`config.mk`:
```
export PLATFORM = sky130hd
export DESIGN_NAME = detector_conditioner
export DESIGN_NICKNAME = d
export VERILOG_FILES = /design/src/rtl/detector_conditioner_pkg.sv /design/src/rtl/detector_conditioner_bit_filter.sv /design/src/rtl/detector_conditioner.sv
export SDC_FILE = /design/constraint.sdc
export NUM_CORES = 1
export LEC_CHECK = 0
export CAP_MARGIN = 0
export CELL_PAD_IN_SITES_DETAIL_PLACEMENT = 1
export CELL_PAD_IN_SITES_GLOBAL_PLACEMENT = 2
export CORE_ASPECT_RATIO = 1.1
export CORE_UTILIZATION = 40
export CTS_CLUSTER_SIZE = 28
export DETAILED_ROUTE_END_ITERATION = 8
export DONT_BUFFER_PORTS = 1
export GPL_TIMING_DRIVEN = 1
export HOLD_SLACK_MARGIN = 0.15
export PLACE_DENSITY_LB_ADDON = 0.1
export SYNTH_ARGS = -nofsm -noshare
export SYNTH_HDL_FRONTEND = slang
export SYNTH_SLANG_ARGS = --single-unit
```
`constraint.sdc`:
```
create_clock -name sys_clk -period 2.55 [get_ports sys_clk]
set_input_delay 0.51 -clock sys_clk [delete_from_list [all_inputs] [get_ports sys_clk]]
set_output_delay 0.51 -clock sys_clk [all_outputs]
set_load 0.02 [all_outputs]
```
`src/rtl/detector_conditioner_pkg.sv`:
```
// detector_conditioner_pkg: detector bit indices, safe level and default timing constants
package detector_conditioner_pkg;
  localparam int DET_FRONT = 0;
  localparam int DET_LEFT = 1;
  localparam int DET_RIGHT = 2;
  localparam int DET_BACK = 3;
  localparam logic DET_BLOCKED = 1'b1;
  localparam int DEF_STABLE_FRAMES = 3;
  localparam int DEF_TIMEOUT_CYCLES = 10_000_000;
  localparam int DEF_HOLDOFF_CYCLES = 50_000_000;
endpackage

```
`src/rtl/detector_conditioner_bit_filter.sv`:
```
// detector_bit_filter: one detector bit, changes only after STABLE_FRAMES consecutive differing frames
module detector_bit_filter
  import detector_conditioner_pkg::*;
#(
  parameter int STABLE_FRAMES = DEF_STABLE_FRAMES
) (
  input  logic sys_clk,
  input  logic rst_n,
  input  logic raw,
  input  logic valid,
  input  logic force_blk,
  output logic filt,
  output logic fall
);
  logic [3:0] cnt;
  logic hit;
  assign hit = valid && raw != filt && cnt + 4'd1 == 4'(STABLE_FRAMES);
  // fall marks the edge on which filt goes blocked->open from real data, never from a force
  assign fall = hit && !force_blk && !raw;
  always_ff @(posedge sys_clk or negedge rst_n)
    if (!rst_n) begin
      filt <= DET_BLOCKED;
      cnt <= 4'd0;
    end else if (force_blk) begin
      filt <= DET_BLOCKED;
      cnt <= 4'd0;
    end else if (valid) begin
      filt <= hit ? raw : filt;
      cnt <= (raw == filt || hit) ? 4'd0 : cnt + 4'd1;
    end
endmodule

```
`src/rtl/detector_conditioner.sv`:
```
// detector_conditioner: glitch-filtered detector levels, fork pulse and link-lost watchdog.
// Define FORK_HOLDOFF_EN to suppress fork pulses for HOLDOFF_CYCLES after each pulse.
module detector_conditioner
  import detector_conditioner_pkg::*;
#(
  parameter int STABLE_FRAMES = DEF_STABLE_FRAMES,
  parameter int TIMEOUT_CYCLES = DEF_TIMEOUT_CYCLES,
  parameter int HOLDOFF_CYCLES = DEF_HOLDOFF_CYCLES
) (
  input  logic       sys_clk,
  input  logic       rst_n,
  input  logic [7:0] rec_byte,
  input  logic       rec_valid,
  output logic       det_front,
  output logic       det_left,
  output logic       det_right,
  output logic       det_back,
  output logic       fork_pulse,
  output logic       link_lost
);
  logic [23:0] wd_cnt;
  logic [3:0] det, fall;
  logic expire, fork_cond, hold_ok;
  logic unused_bits;
  assign unused_bits = ^rec_byte[7:4];
  // a frame arriving in the expiry cycle wins over the timeout
  assign expire = !rec_valid && wd_cnt == 24'(TIMEOUT_CYCLES - 1);
  for (genvar i = 0; i < 4; i++) begin : g_filt
    detector_bit_filter #(.STABLE_FRAMES(STABLE_FRAMES)) u_filt (
      .sys_clk(sys_clk),
      .rst_n(rst_n),
      .raw(rec_byte[i]),
      .valid(rec_valid),
      .force_blk(expire),
      .filt(det[i]),
      .fall(fall[i])
    );
  end
  assign det_front = det[DET_FRONT];
  assign det_left = det[DET_LEFT];
  assign det_right = det[DET_RIGHT];
  assign det_back = det[DET_BACK];
  assign fork_cond = (fall[DET_LEFT] || fall[DET_RIGHT]) && !link_lost;
`ifdef FORK_HOLDOFF_EN
  logic [25:0] hold_cnt;
  assign hold_ok = hold_cnt == 26'd0;
  always_ff @(posedge sys_clk or negedge rst_n)
    if (!rst_n) hold_cnt <= 26'd0;
    else if (expire) hold_cnt <= 26'd0;
    else if (fork_cond && hold_ok) hold_cnt <= 26'(HOLDOFF_CYCLES);
    else if (!hold_ok) hold_cnt <= hold_cnt - 26'd1;
`else
  localparam int unused_holdoff = HOLDOFF_CYCLES;
  assign hold_ok = 1'b1;
`endif
  always_ff @(posedge sys_clk or negedge rst_n)
    if (!rst_n) begin
      wd_cnt <= 24'd0;
      link_lost <= 1'b1;
      fork_pulse <= 1'b0;
    end else begin
      wd_cnt <= rec_valid ? 24'd0 : (&wd_cnt ? wd_cnt : wd_cnt + 24'd1);
      link_lost <= expire ? 1'b1 : (rec_valid ? 1'b0 : link_lost);
      fork_pulse <= fork_cond && hold_ok;
    end
endmodule

```
==> impl_metrics.json <==
{
  "layout_commonest_cell": "dfrtp_1",
  "critPathMaxFanout": 10,
  "drt_wl_total_um": 5960,
  "insertion_delay_ns": 0.30,
  "synth_top_family_by_area": "simple AND/OR/NAND/NOR gates",
  "synth-async-reset-ratio_pct": 100,
  "finalNetCount": 316,
  "powerDensity_mw_per_mm2": 657,
  "layout_min_cycle_time_ns": 2.13,
  "hold_buffers": 2,
  "power_switching_w": 0.000631,
  "synth_fp_nets": 311,
  "hold_viol": 0,
  "multiInputGateArea_sq_mm": 0.00146,
  "synth_top_area_share_pct": 37.8,
  "worst_pin_slew_ns": 0.738,
  "clock_power_share_pct": 28.5,
  "track_usage_pct": 18.2,
  "yosysSeqAreaShare_pct": 42.7,
  "min-delay-start": "rec_valid",
  "ir_drop_uv": 397,
  "io_pins": 17,
  "ant_nets": 0,
  "p_int_w": 0.00130,
  "pwr-share-seq_pct": 52.8,
  "avgViaCountPerCell": 5.68,
  "syn-cell-area_sq_mm": 0.00271,
  "outcome": "complete, no violations",
  "p_sw_share_pct": 32.7,
  "coreArea_sq_mm": 0.00656,
  "synth-edff-count": 0,
  "synth.area.mux_share_pct": 3.55,
  "synth_warnings": 0,
  "numPortBuffers": 0,
  "vias": 2153,
  "grt_pass1_wl_um": 10000,
  "synth.distinct_cells": 50,
  "reg2reg_depth": 7,
  "r2r_setup_slack_ns": 0.42,
  "cp_slowest_cell": "a21oi_1",
  "cts.sinks": 46,
  "clock_skew_ns": 0.00776,
  "synth_largest_area_cell": "dfrtp_1",
  "grt_pass1_vias": 2070,
  "drive_gt1_share_pct": 11.4,
  "synthCells": 291,
  "synth_area_per_cell_sq_um": 9.32,
  "maxSlewViolCount": 0,
  "setup_viol": 0,
  "h-tree-depth": 2,
  "power_leakage_nw": 1.19,
  "yosys.area_share.adder_pct": 4.15,
  "met2WireLength_um": 2990,
  "first_pass_iters": 4,
  "drt_iter0_drc": 80,
  "drt-met1-wl_um": 2770,
  "dieArea_sq_mm": 0.00711,
  "maxCapViolations": 0,
  "cts-buffers-inserted": 5,
  "cts_setup_buffers": 0,
  "initial_core_util_pct": 41.4,
  "critPathRequiredTime_ns": 2.76,
  "fp.dieW_um": 80.5,
  "topRoutingLayerUsed": "met4",
  "routedWlPerCell_um": 15.7,
  "grt_max_degree": 48,
  "crit_arrival_ns": 2.34,
  "worstReg2RegStart": "wd_cnt[0]",
  "synthSimpleGateAreaFrac_pct": 26.6,
  "antenna_found_initial": 0,
  "cts_buffer_depth": 2,
  "cp_cell_sequence": "ha_1, nand3_2, nor3_1, a21oi_1, buf_4, o2bb2ai_1, a31oi_1",
  "ys_seq_elements": 46,
  "cts_resized": 0,
  "worst_path_largest_cell_delay_ns": 0.61,
  "synth-compound-area-share_pct": 13.2,
  "grt_setup_unrepaired": "no",
  "synthFlopType": "dfrtp_1",
  "cts_tree": "done",
  "antenna_cells": 0,
  "finalPower_w": 0.00193,
  "hold_depth": 1,
  "gp_congestion": 0.715,
  "root_buffer": "clkbuf_8",
  "seqCellArea_sq_mm": 0.00116,
  "pwr-share-comb_pct": 18.7,
  "final_cell_mix": "dfrtp_1, nand2_1, nor2_1, nand3_1, o21ai_0",
  "end_kind": "register",
  "hold_path_end": "link_lost",
  "synthTopCellsByArea": "dfrtp_1, dfstp_2, nand2_1",
  "area_delta_synth_final_pct": 8.40,
  "grt_overflow": 0,
  "fillers": 777,
  "crit_type": "reg2reg",
  "setup-tns-final_ns": 0,
  "fmax_mhz": 470,
  "slew_headroom_pct": 50.8,
  "hold_class": "in2reg",
  "die_y_um": 88.4,
  "synth_xor_xnor_area_share_pct": 6.14,
  "period_share_pct": 83.4,
  "critPathLaunchType": "register",
  "num_rows": 31,
  "cts.clk_slew.worst_paths_ns": 0.09,
  "wl_met3_um": 132,
  "detailed_place_hpwl_um": 4260,
  "r2r-end": "g_filt[3].u_filt.filt",
  "drcViolationCount": 0
}
-- through the flow --
step / hold slack [ns] / utilization, % / cells / area [sq um] / worst slack, ns
after floorplan: 0.214 / - / 291 / 2710 / 0.660
after global placement: 0.215 / 42.6 / 369 / 2790 / 0.394
after detailed placement: 0.216 / 42.6 / 369 / 2790 / 0.382
after CTS: 0.234 / 44.8 / 379 / 2940 / 0.363
after global routing: 0.228 / 44.8 / 379 / 2940 / 0.245
final: 0.249 / 44.8 / 379 / 2940 / 0.424
-- synth_stat cells, types with 2 or more instances --
cell type / n
a211oi_1: 2
a21boi_0: 2
a21oi_1: 17
a31oi_1: 2
a41oi_1: 2
and2_1: 3
and3_1: 2
buf_6: 2
clkbuf_1: 6
dfrtp_1: 41
dfstp_2: 5
ha_1: 9
inv_1: 8
mux2_4: 3
mux2i_1: 4
nand2_1: 34
nand3_1: 21
nand4_1: 5
nand4_2: 2
nor2_1: 27
nor2b_1: 3
nor3_1: 4
nor3_2: 2
nor4_1: 4
nor4b_1: 4
o21ai_0: 18
o21ai_1: 2
o31ai_1: 6
o32ai_1: 2
or2_2: 2
or3_1: 8
or4_1: 4
xnor2_1: 6
xor2_1: 13
-- flip-flops by register name, indices dropped and copies added (netlist names) --
register and cells:
g_filt.u_filt.cnt 16, link_lost 1, fork_pulse 1, g_filt.u_filt.filt 4, wd_cnt 24
-- cell families (layout without fill, tap and decap cells) --
logic type,count (synthesis),in the layout
and+or+nand+nor,132,132
muxes,8,8
DFF,46,46
buffers and inverters,18,24
AOI/OAI and AO/OA,59,59
xor gates and xnor gates,19,19
adders and majority gates,9,9
-- worst max-delay path, delay by kind of cell (launching register included) --
family	cells	cell delay (ns)
AOI/OAI and AO/OA	3	0.80
adders and majority gates	1	0.25
buffers and inverters	1	0.30
DFF	1	0.42
and+or+nand+nor	2	0.27
-- area by class of cell --
type	instances	share of cell area, %
Clock buffer	6	2.47
Multi-Input combinational cell	227	49.6
Tap cell	82	3.49
Inverter	8	1.02
Sequential cell	46	39.4
Clock inverter	2	1.28
Timing Repair Buffer	8	2.81
-- power by group through the flow --
stage | clock network (W) | registers [W] | logic (W)
5_1_grt | 0.000598 | 0.00104 | 0.000422
4_1_cts | 0.000565 | 0.00102 | 0.000370
6_report | 0.000550 | 0.00102 | 0.000361
3_5_place_dp | 0 | 0.00104 | 0.000345
2_1_floorplan | 0 | 0.000997 | 0.000289
3_3_place_gp | 0 | 0.00103 | 0.000328
-- worst max path at each step --
stage	start	to	slack, ns	cells after the start
2_1_floorplan	wd_cnt[0]	wd_cnt[9]	0.66	7
3_3_place_gp	wd_cnt[0]	g_filt[3].u_filt.filt	0.39	7
3_5_place_dp	wd_cnt[0]	g_filt[3].u_filt.filt	0.38	7
4_1_cts	wd_cnt[0]	g_filt[3].u_filt.filt	0.36	7
5_1_grt	wd_cnt[0]	g_filt[0].u_filt.cnt[2]	0.25	7
6_report	wd_cnt[0]	g_filt[3].u_filt.filt	0.42	7
-- routing by layer --
metal	up-vias	global-route usage, %
li1	1056	-
met1	1078	22.8
met5	-	0
met3	5	3.61
met4	0	5.36
met2	14	31.8
No activity file was read; power rests on OpenSTA's default activity.
